==> config.mk <==
export PLATFORM = sky130hd
export DESIGN_NAME = sync_period_sched
export DESIGN_NICKNAME = d
export VERILOG_FILES = /design/src/rtl/sync_sched_pkg.sv /design/src/rtl/rise_detect.sv /design/src/rtl/sync_period_sched.sv
export SDC_FILE = /design/constraint.sdc
export NUM_CORES = 1
export LEC_CHECK = 0
export BUFFER_PORTS_ARGS = -buffer_cell sky130_fd_sc_hd__buf_2
export CAP_MARGIN = 20
export CORE_UTILIZATION = 50
export CTS_BUF_LIST = sky130_fd_sc_hd__clkbuf_16
export CTS_CLUSTER_DIAMETER = 100
export DETAILED_ROUTE_END_ITERATION = 12
export PLACE_DENSITY = 0.77
export SYNTH_ARGS = -nofsm -noshare
export SYNTH_HDL_FRONTEND = slang
export SYNTH_SLANG_ARGS = --single-unit
==> constraint.sdc <==
create_clock -name user_clk -period 5 [get_ports user_clk]
set_input_delay 0.25 -clock user_clk [delete_from_list [all_inputs] [get_ports user_clk]]
set_output_delay 0.25 -clock user_clk [all_outputs]
set_load 0.005 [all_outputs]
==> src/rtl/sync_sched_pkg.sv <==
// Shared types and constants for the sync pulse scheduler.
package sync_sched_pkg;

    typedef enum logic [1:0] {
        IDLE       = 2'd0,
        WAIT_ALIGN = 2'd1,
        RUN        = 2'd2,
        DONE       = 2'd3
    } sched_state_e;

    localparam int unsigned CTRL_EN       = 0;
    localparam int unsigned CTRL_PERIODIC = 1;
    localparam int unsigned CTRL_ALIGN    = 2;
    localparam int unsigned CTRL_TRIG     = 3;

    localparam int unsigned PERIOD_MIN_DEFAULT = 2;

endpackage

==> src/rtl/rise_detect.sv <==
// 1-bit rising-edge detector: registered previous value, combinational edge flag.
module rise_detect (
    input  logic clk,
    input  logic rst_n,
    input  logic d,
    output logic rise
);

    logic prev;

    always_ff @(posedge clk) begin
        if (!rst_n) prev <= 1'b0;
        else        prev <= d;
    end

    assign rise = d & ~prev;

endmodule

==> src/rtl/sync_period_sched.sv <==
// Sync pulse train generator: periodic or one-shot, optionally aligned to an
// external/soft trigger edge; period changes take effect only at a fire.
module sync_period_sched
    import sync_sched_pkg::*;
#(
    parameter int unsigned PULSE_W    = 1,
    parameter int unsigned CNT_W      = 32,
    parameter int unsigned PERIOD_MIN = PERIOD_MIN_DEFAULT
) (
    input  logic             user_clk,
    input  logic             user_rst_n,
    input  logic [CNT_W-1:0] period_in,
    input  logic [31:0]      ctrl_in,
    input  logic             ext_sync_in,
    output logic             sync_out,
    output logic [CNT_W-1:0] sync_cnt,
    output logic [1:0]       state_out,
    output logic [CNT_W-1:0] period_active
);

    localparam logic [CNT_W-1:0] PMIN       = CNT_W'(PERIOD_MIN);
    localparam logic [CNT_W-1:0] ONE        = CNT_W'(1);
    localparam logic [3:0]       PULSE_LAST = 4'(PULSE_W - 1);

    sched_state_e     state;
    logic [CNT_W-1:0] down_cnt;
    logic [3:0]       hi_cnt;
    logic [CNT_W-1:0] eff_period;
    logic             ext_rise;
    logic             trig_rise;
    logic             fire;
    logic             en;
    logic             periodic;
    logic             align;
    logic             ctrl_unused;

    assign en          = ctrl_in[CTRL_EN];
    assign periodic    = ctrl_in[CTRL_PERIODIC];
    assign align       = ctrl_in[CTRL_ALIGN];
    assign ctrl_unused = ^ctrl_in[31:4];

    rise_detect u_ext_rise (
        .clk   (user_clk),
        .rst_n (user_rst_n),
        .d     (ext_sync_in),
        .rise  (ext_rise)
    );

    rise_detect u_trig_rise (
        .clk   (user_clk),
        .rst_n (user_rst_n),
        .d     (ctrl_in[CTRL_TRIG]),
        .rise  (trig_rise)
    );

    always_comb begin
        eff_period = (period_in < PMIN) ? PMIN : period_in;
        fire = en && (((state == WAIT_ALIGN) && (ext_rise || trig_rise)) ||
                      ((state == RUN) && (down_cnt == '0)));
    end

    always_ff @(posedge user_clk) begin
        if (!user_rst_n) begin
            state         <= IDLE;
            sync_out      <= 1'b0;
            sync_cnt      <= '0;
            period_active <= PMIN;
            down_cnt      <= '0;
            hi_cnt        <= '0;
        end else if (!en) begin
            state    <= IDLE;
            sync_out <= 1'b0;
            hi_cnt   <= '0;
        end else begin
            if (fire) begin
                sync_out      <= 1'b1;
                hi_cnt        <= PULSE_LAST;
                sync_cnt      <= sync_cnt + ONE;
                period_active <= eff_period;
                down_cnt      <= eff_period - ONE;
            end else begin
                if (sync_out) begin
                    if (hi_cnt != '0) hi_cnt   <= hi_cnt - 4'd1;
                    else              sync_out <= 1'b0;
                end
                if (state == RUN) down_cnt <= down_cnt - ONE;
            end

            case (state)
                IDLE: begin
                    // Zero counter makes the first RUN cycle fire immediately.
                    sync_cnt      <= '0;
                    period_active <= eff_period;
                    down_cnt      <= '0;
                    state         <= align ? WAIT_ALIGN : RUN;
                end
                WAIT_ALIGN: begin
                    period_active <= eff_period;
                    if (fire) state <= RUN;
                end
                RUN: begin
                    if (!periodic && !fire && sync_out && (hi_cnt == '0))
                        state <= DONE;
                end
                DONE: begin
                    sync_out <= 1'b0;
                end
                default: state <= IDLE;
            endcase
        end
    end

    assign state_out = state;

endmodule

---- Yosys cells after proc, flatten, opt, wreduce, memory -nomap -nowiden ----
Cells that the tools add are included.
word-level totals
  logic and storage cells ................. 66
  input port bits ......................... 67
  output and inout bits ................... 67
  flip-flop bits (word level) ............. 105
cells by class
  bitwise logic cells ..................... 6
  reduce and logical (&&, ||, !) cells .... 27
  $add $sub $neg .......................... 4
  multiplexer cells ....................... 15
  equal/unequal tests ..................... 5
  $lt $le $gt $ge ......................... 1
operators by type and width
  cell                                                                            count
  32-bit two-way mux                                                              8
  32-bit by 1-bit subtractor with 32-bit output (second input constant)           2
  32-bit by 1-bit adder with 32-bit output (second input constant)                1
  32-bit zero test                                                                1
  32-bit by 2-bit less-than comparator with 1-bit output (second input constant)  1
  2-bit AND reduction                                                             5
  1-bit logical AND                                                               6
  2-bit two-way mux                                                               3
  2-bit case mux with 3 select lines                                              1
  3-bit nonzero test                                                              2
  3-bit OR reduction                                                              2
  2-bit equality test (second input constant)                                     2
  4-bit zero test                                                                 1
  1-bit NOT                                                                       4
  2-bit nonzero test                                                              2
  4-bit nonzero test                                                              1
  4-bit by 1-bit subtractor with 4-bit output (second input constant)             1
  1-bit two-way mux                                                               3
  3-bit AND reduction                                                             1
  1-bit bitwise AND                                                               2
  2-bit by 1-bit equality test with 1-bit output (second input constant)          1
  1-bit zero test                                                                 2
  2-bit zero test                                                                 1
  1-bit logical OR                                                                2
  3 further kinds                                                                 3

---- Longest topological paths before layout ----
Gate-level depths: netlist of the first run.
  depth after elaboration ................. 12
  mapped depth ............................ 19
  mapped depth without buffers ............ 15

---- Cells and area by module ----
From an unflattened synthesis of the first run, not the netlist that was laid out.
unflattened totals
  cell total of the unflattened synthesis .. 742
  area, all modules ....................... 6040.8 µm²
modules (own cells, without submodules)
  module             times used  seq. area each (µm²)  cells each  area an instance (µm²)
  sync_period_sched  1           2062.0                736         5960.7
  rise_detect        2           20.0                  3           40.0

---- Worst setup path after synthesis of the first run ----
No wires, ideal clock.
  kind .................................... reg-to-reg
  from .................................... reg state[0] (netlist: state_out[0])
  to ...................................... reg down_cnt[16]
  data required time ...................... 4875 ps
  setup slack ............................. 112 ps
  buffers on the path ..................... 4
  arrival ................................. 4763 ps
  cell stages (with the launch flop) ...... 20
  clock period less this slack ............ 4888 ps
  setup time .............................. 125 ps
  cell sequence ........................... dfxtp_1 > inv_1 > ha_1 > or4b_2 > nand4b_2 > nand2_1 > clkbuf_1 > buf_1 > buf_1 > nand2_1 > o21ai_0 > ha_1 > clkbuf_1 > nand2_1 > a21oi_1 > nand4_1 > a222oi_1 > a21boi_1 > o211a_1 > o22ai_1
on the way
  longest elaborated chain between the ends .. 6
  elaborated cells between the ends (all ways) .. 11
  classes of those cells .................. eq/ne: 2; mux: 2; reduce/logical: 7
ends and longest elaborated chain
  element                                                                                       line                                                                       RTL
  from (decl)                                                                                   sync_period_sched.sv:25                                                    sched_state_e state;
  from (signal assigned)                                                                        sync_period_sched.sv:95                                                    state <= align ? WAIT_ALIGN : RUN;
  2-bit by 1-bit equality test with 1-bit output / 2-bit equality test (equally long branches)  sync_period_sched.sv:58, sync_period_sched.sv:59, sync_period_sched.sv:86
  1-bit logical AND (on tied branches)                                                          sync_period_sched.sv:58, sync_period_sched.sv:59
  1-bit logical OR                                                                              sync_period_sched.sv:58                                                    fire = en && (((state == WAIT_ALIGN) && (ext_rise || trig_rise)) ||
  1-bit logical AND                                                                             sync_period_sched.sv:58
  3-bit nonzero test (no source line) / 32-bit two-way mux (equally long branches)              --
  2-bit AND reduction (no source line) / 32-bit two-way mux (equally long branches)             --
  to (signal assigned)                                                                          sync_period_sched.sv:80                                                    down_cnt <= eff_period - ONE;
  to (signal assigned)                                                                          sync_period_sched.sv:86                                                    if (state == RUN) down_cnt <= down_cnt - ONE;
  to (decl)                                                                                     sync_period_sched.sv:26                                                    logic [CNT_W-1:0] down_cnt;
Parallel ways exist; a longest one is shown, timed or not.
A chain may end at the register's enable or synchronous reset.

---- Final worst setup path of the first run ----
  from .................................... reg state[0] (netlist: state_out[0])
  to ...................................... reg down_cnt[28]
Same word-level chain as after synthesis.

==> flow_summary.ini, run 1 <==
[layout]
num-fill-cells = 1096
multi_input_area_um2 = 3800
mostFrequentLayoutCells = 105 x dfxtp_1, 105 x buf_2, 76 x nor2_1
stdcell_area_um2 = 7100
ff_latch_area_um2 = 2100
area_delta_synth_final_pct = 16.1
antenna_cells = 0
nNetsFinal = 919
drive_gt1_share_pct = 17.6

[clock_network]
cts_root_buffer = clkbuf_16
cts_tree = done
h-tree-depth = 3
numCtsBuffers = 9
postCtsHoldBufs = 0
clkSinkCount = 105
clk_latency_ps = 370
clk_path_buf_depth = 2
post_cts_resized = 0
cts_setup_buffers = 0
clkTransAtPathRegs_ps = 80

[floorplanning]
die_w_um = 113
coreArea_um2 = 12000
dieHeight_um = 113
dieArea_um2 = 12700
num_io_pins = 134
initial_core_util_pct = 51.1
num_rows = 40

[timing]
fin_crit_sh_pct = 88.9
rsz0062_at_grt = no
max_freq_mhz = 225
hold_viol = 0
setup_violations = 0
worstMarginPinSlew_ps = 989
fin_skew_ps = 13.7
slew_headroom_pct = 33.9
finalWorstPathRequiredPeriod_ps = 4440
slew_viol_final = 0
setup_tns_ps = 0

[global_routing]
grt_use_total_pct = 26.8
grt_max_degree = 58
antenna_found_initial = 0
grt_pass1_wl_um = 27000
grt-ovfl-total = 0
first_global_vias = 5448

[synth]
syn-cell-area_um2 = 6110
yosys_warnings = 0
synth_edf_count = 0
ys_ff_latch = 105
yosysSeqAreaShare_pct = 34.4
netlist_instances = 755
async_flop_share_pct = 0
ys.flop_type = dfxtp_1
syn_area_per_cell_um2 = 8.09
syn_nets = 830
synth.distinct_cells = 64

[routing]
drt-initial-drc-count = 540
vias = 6030
wirelength_um = 16500
drtPass1Iterations = 6
drc = 0
wire_per_inst_um = 16.6
via_per_inst = 6.05
ant_nets = 0

[place]
io_buffers = 105
dp_hpwl_um = 11400
placed_area_um2 = 6790
gp_congestion = 0.894

[setup_path]
cp_max_fo = 57
start_kind = register
cp-end-kind = register
required_ps = 5310
path_class = reg -> reg
r2r_slack_ps = 560
crit_arrival_ps = 4750

[power]
vdd_drop_max_mv = 0.251
leakagePower_nw = 2.98
p_per_area_nw_per_um2 = 379

[min_path]
hold_class = in -> reg

[run_status]
status = finished clean

[job]
max_cap_violations = 0
path summary, 6_finish.rpt:
path                     start              end  cells after the start
setup reg to reg  state_out[0]     down_cnt[28]                     15
hold / removal     ext_sync_in  u_ext_rise.prev                      2
setup / recovery  state_out[0]     down_cnt[28]                     15
hold reg to reg   down_cnt[31]     down_cnt[31]                      2
area by class of cell:
class | count | share of cell area [%]
clock buffer | 9 | 3.17
sequential | 105 | 29.6
inverter | 17 | 0.899
timing repair buffer | 119 | 8.89
tap | 147 | 2.59
clock inverter | 7 | 1.20
multi-input combinational | 592 | 53.6
layer usage:
| layer | up-vias | track usage [%] | wire, µm |
|---|---|---|---|
| met1 | 2819 | 34.6 | 7290 |
| met4 | 0 | 10.3 | 432 |
| met3 | 39 | 7.13 | 1370 |
| met5 | - | 0 | 0 |
| li1 | 2909 | - | - |
| met2 | 263 | 42.7 | 7400 |
state kept, by name, summed over array words and instances (netlist names):
signal and count:
down_cnt 32, hi_cnt 4, period_active 32, state_out 2
sync_cnt 32, sync_out 1, u_ext_rise.prev 1, u_trig_rise.prev 1
Yosys cell counts, drive strengths merged, types with 13 or more instances:
cell type	number	area [µm²]
xnor2	26	228
o21ai	44	220
inv	17	63.8
xor2	16	140
nor3	20	100
nor2b	41	257
nand4	13	81.3
nand2	72	270
mux2i	43	430
nor2	77	289
a21oi	25	125
nand3	22	110
clkbuf	36	135
o211ai	13	97.6
or3	20	125
nor4	13	93.8
dfxtp	105	2100
through the flow:
step           setup WS [ps]  util [%]  cells  hold WS [ps]  power (mW)
2_1_floorplan            112         -    755           372        1.67
3_3_place_gp             472      56.7    980           452        1.90
3_5_place_dp             382      56.7    980           458        1.91
4_1_cts                  610      59.3    996          87.9        2.68
5_1_grt                  258      59.3    996           106        2.83
6_report                 557      59.3    996          91.1        2.69
kinds of logic (layout without fill, tap and decap cells):
kind of cell,Yosys count,in the layout,share of synthesized area (%)
AOI/OAI and AO/OA,162,162,18.1
xor gates and xnor gates,42,42,6.02
adders and majority gates,8,8,1.64
buffers and inverters,58,152,3.64
DFF,105,105,34.4
muxes,47,47,7.78
and+or+nand+nor,333,333,28.5
worst max-delay path, stage by stage, from the launching register on:
cell and delay (ps):
dfxtp_1 370, inv_1 100, ha_1 240, or4b_2 630, nand4b_2 240, nand2_2 150, buf_4 520, o21ai_0 170
ha_1 320, nand3_1 160, a211oi_1 60, o21ai_1 330, a22oi_1 330, o2111ai_1 200, mux2_2 380, a31oi_1 160
power breakdown:
group / internal (mW) / switching [mW]
logic: 0.426 / 0.551
clock network: 0.401 / 0.364
registers: 0.890 / 0.0534
total: 1.72 / 0.969
No activity file was read; power rests on OpenSTA's default activity.
==> inputs of run 2 (changes only) <==
Settings changed: CELL_PAD_IN_SITES_DETAIL_PLACEMENT set to 1, CELL_PAD_IN_SITES_GLOBAL_PLACEMENT set to 1, CORE_UTILIZATION 50 to 36.
==> run 2 against run 1 <==
Effect of this change:
- global-route usage down 4.6 points
- hold slack improved by 7.4 ps
- routed wire length rose by 15%
- critical path type unchanged
- largest cell class unchanged
- largest power group unchanged
- highest routed layer unchanged
==> flow_summary.ini, run 2 (synthesized netlist as in run 1, its figures left out) <==
[routing]
drt-initial-drc-count = 370
wirelength_um = 19000
ant_nets = 0
via_per_inst = 5.64
drtPass1Iterations = 5
wire_per_inst_um = 17.7
drc = 0
vias = 6057

[global_routing]
first_global_vias = 5966
antenna_found_initial = 0
grt-ovfl-total = 0
grt_max_degree = 57
grt_pass1_wl_um = 31000
grt_use_total_pct = 22.2

[clock_network]
clk_latency_ps = 370
numCtsBuffers = 9
cts_setup_buffers = 0
post_cts_resized = 0
postCtsHoldBufs = 0
h-tree-depth = 3
clkTransAtPathRegs_ps = 80
clkSinkCount = 105
cts_root_buffer = clkbuf_16
cts_tree = done
clk_path_buf_depth = 2

[power]
leakagePower_nw = 3.00
p_switching_mw = 1.00
vdd_drop_max_mv = 0.203
seq_power_share_pct = 35.2
swShare_pct = 37.3
combPwrFrac_pct = 37.7
p_int_mw = 1.68
p_clk_share_pct = 27.1
p_per_area_nw_per_um2 = 372
finalPower_mw = 2.68

[setup_path]
path_class = reg -> reg
cpMaxStageDelayCell = or4b_2
path_cells = inv_1 -> ha_1 -> or4b_2 -> nand4b_2 -> nand2_2 -> mux2i_1 -> ha_1 -> nand3_1 -> a211oi_1 -> o21ai_1 -> a22oi_1 -> nand3_1 -> a21o_1 -> a211o_1
crit_arrival_ps = 4670
reg2reg_depth = 14
cp_max_fo = 9
required_ps = 5250
start_kind = register
cp-end-kind = register
slowest_delay_ps = 660

[floorplanning]
initial_core_util_pct = 36.8
num_rows = 47
coreArea_um2 = 16600
dieArea_um2 = 17500
die_w_um = 132
dieHeight_um = 132
num_io_pins = 134

[place]
io_buffers = 105
dp_hpwl_um = 13600
gp_congestion = 0.832
pre_cts_ws_ps = 355
place_inst = 1056

[timing]
setup_violations = 0
fin_skew_ps = 11.6
fin_ws_ps = 585
hold_viol = 0
setup_tns_ps = 0
fin_crit_sh_pct = 88.3
max_freq_mhz = 227
worstMarginPinSlew_ps = 969
slew_headroom_pct = 35.4
slew_viol_final = 0
finalWorstPathRequiredPeriod_ps = 4410
rsz0062_at_grt = no

[layout]
nNetsFinal = 923
finalNonFillerCells = 1073
antenna_cells = 0
mostFrequentLayoutCells = 105 x dfxtp_1, 105 x buf_2, 76 x nor2_1
drive_gt1_share_pct = 17.9
area_delta_synth_final_pct = 18.1
reg_top3 = down_cnt (32), period_active (32), sync_cnt (32)

[min_path]
hold_depth = 2
hold_class = in -> reg

[job]
max_cap_violations = 0

[run_status]
status = finished clean
==> run 2: cell type report <==
cell class	instances	area, µm²
fillers	2067	9370
flip-flops and latches	105	2100
multi-input cells	592	3800
well taps	220	275
inverters	17	63.8
clock buffers	9	225
clock inverters	7	63.8
repair buffers	123	681
==> run 2: path summary, 6_finish.rpt <==
| check | start | endpoint | slack, ps |
|---|---|---|---|
| worst max-delay path | state_out[0] | down_cnt[24] | 590 |
| worst min-delay path | ctrl_in[3] | u_trig_rise.prev | 100 |
| worst max register to register | state_out[0] | down_cnt[24] | 590 |
| worst min register to register | down_cnt[31] | down_cnt[31] | 490 |
==> run 2: metrics by stage <==
step	cell area (µm²)	hold slack, ps	util, %
final	7220	98.5	43.5
after global routing	7220	119	43.5
after CTS	7190	95.3	43.3
after detailed placement	6900	471	41.6
after global placement	6900	449	41.6
after floorplan	6110	372	-
==> run 2: worst max-delay path, delay by kind of cell, from the launching register on <==
family	cells	cell delay [ps]
AO/OA/AOI/OAI	5	1450
adder cells (fa/ha/maj)	2	640
buffers and inverters	1	100
flip-flops	1	370
multiplexers	1	290
AND/OR/NAND/NOR	5	1450
==> run 2: power groups by stage <==
stage	sequential [mW]	combinational [mW]	clock, mW
final	0.946	1.01	0.726
after global routing	0.955	1.11	0.783
after CTS	0.945	1.01	0.748
after detailed placement	0.964	0.999	0
after global placement	0.962	0.973	0
after floorplan	0.949	0.716	0
==> run 2: routing by layer <==
layer  GRT usage (%)  part of all wire (%)  up-vias
li1                -                     -     2918
met1            28.0                    46     2938
met2            36.7                    47      152
met3            3.27                   3.7       49
met4            11.4                   3.7        0
met5               0                     0        -
==> inputs of run 3 (changes only) <==
Clock period 5 ns to 3.59 ns, I/O delays scaled along.
==> run 3 against run 2 <==
Effect of this change:
- routed wire length increased by 14%
- utilization increased by 5.5 points
- highest routed layer unchanged
- critical endpoint is now down_cnt[14]
- the run now ends with setup timing left
- die area stayed put
- first-iteration DRC count grew 4.1%
- largest power group unchanged
- setup slack worse by 680 ps
- sequential share of layout area fell by 3.2 points
- fmax is 20% higher
- power grew 61%
==> flow_summary.ini, run 3 (synthesized netlist as in run 1, its figures left out) <==
[run_status]
status = finished with violations
violations = setup timing

[clock_network]
clk_path_buf_depth = 2
clk_latency_ps = 370
clkTransAtPathRegs_ps = 80
cts_tree = done
cts_root_buffer = clkbuf_16
h-tree-depth = 3
postCtsHoldBufs = 0
clkSinkCount = 105
numCtsBuffers = 9

[place]
placed_area_um2 = 7590
io_buffers = 105
gp_congestion = 0.893
dp_hpwl_um = 15700
place_inst = 1136

[floorplanning]
dieHeight_um = 132
num_io_pins = 134
num_rows = 47
dieArea_um2 = 17500
coreArea_um2 = 16600
initial_core_util_pct = 36.8
die_w_um = 132

[power]
leakagePower_nw = 3.53
p_per_area_nw_per_um2 = 531
vdd_drop_max_mv = 0.325

[layout]
stdcell_area_um2 = 8130
mostFrequentLayoutCells = 106 x buf_4, 105 x buf_2, 103 x dfxtp_1
final_common_cell = buf_4
multi_input_area_um2 = 4000
area_delta_synth_final_pct = 33.0
antenna_cells = 0
ff_latch_area_um2 = 2100
nNetsFinal = 1015
drive_gt1_share_pct = 28.8
utilization_pct = 49.0
finalNonFillerCells = 1165
num-fill-cells = 2065
reg_top3 = down_cnt (32), period_active (32), sync_cnt (32)

[setup_path]
reg2reg_depth = 15
crit_arrival_ps = 3940
path_class = reg -> reg
cp_max_fo = 5
required_ps = 3850
start_kind = register
r2r_slack_ps = -100
r2r-end = down_cnt[14]
cp-end-kind = register
reg2reg_from = down_cnt[0]

[routing]
ant_nets = 0
wirelength_um = 21600
vias = 6536
drt-initial-drc-count = 385
drc = 0
via_per_inst = 5.61
wire_per_inst_um = 18.6
drtPass1Iterations = 6

[timing]
fin_ws_ps = -96.8
hold_viol = 0
max_freq_mhz = 271
slew_viol_final = 0
worstMarginPinSlew_ps = 1080
finalWorstPathRequiredPeriod_ps = 3690
rsz0062_at_grt = yes
setup_tns_ps = -255
fin_skew_ps = 11.7
fin_crit_sh_pct = 103
slew_headroom_pct = 28.0
setup_violations = 3
fin_hold_ws_ps = 28.9

[global_routing]
first_global_vias = 6578
grt_pass1_wl_um = 34500
grt-ovfl-total = 0
antenna_found_initial = 0
grt_use_total_pct = 24.7
grt_max_degree = 39

[min_path]
hold_class = in -> reg
worstHoldEndpoint = u_ext_rise.prev
hold_depth = 2
worstHoldStart = ext_sync_in

[job]
max_cap_violations = 0
-- run 3: layer usage --
metal	global-route usage [%]	wire length, µm	part of all wire, %
met1	31.0	9390	43
met5	0	0	0
met2	42.5	10600	49
met3	3.81	1100	5.1
met4	9.71	556	2.6
-- run 3: through the flow --
step	worst slack, ps	total power [mW]
after floorplan	-310	2.38
after global placement	-260	2.93
after detailed placement	-400	2.98
after CTS	-82.3	4.15
after global routing	-244	4.54
final	-96.8	4.32
-- run 3: timing repair --
action	CTS	global route
endpoints found under the setup margin	9	12
buffers inserted	8	5
resized for setup	10	16
endpoints found under the hold margin	0	0
pin swaps	4	14
-- run 3: final cells by class --
| cell class | instances | area share [%] |
|---|---|---|
| Clock inverter | 7 | 1.02 |
| Timing Repair Buffer | 215 | 17.0 |
| Sequential cell | 105 | 25.9 |
| Tap cell | 220 | 3.39 |
| Multi-Input combinational cell | 592 | 49.2 |
| Inverter | 17 | 0.785 |
| Clock buffer | 9 | 2.77 |
-- run 3: worst max-delay path by stage --
stage | cells after the start | startpoint | slack [ps] | endpoint
floorplan | 18 | down_cnt[0] | -310 | down_cnt[16]
finish | 15 | down_cnt[0] | -100 | down_cnt[14]
global placement | 16 | period_in[29] | -260 | down_cnt[16]
CTS | 17 | down_cnt[26] | -80 | down_cnt[14]
global route | 15 | down_cnt[18] | -240 | down_cnt[14]
detailed placement | 16 | period_in[28] | -400 | down_cnt[16]
-- run 3: power by group --
group / internal, mW / switching (mW)
Combinational: 0.943 / 1.01
Sequential: 1.24 / 0.0583
Clock: 0.556 / 0.508
-- run 3: worst max-delay path, stage by stage (launching register included) --
cell and delay, ps:
dfxtp_2 320, or4_4 560, nor4_4 350, nand4b_4 160, nand2_4 120, mux2i_4 280, ha_4 200, nand2_4 50
a21oi_2 100, nand4_1 150, buf_4 190, a222oi_1 400, buf_4 220, mux2i_1 180, o21ai_1 90, a22o_1 200
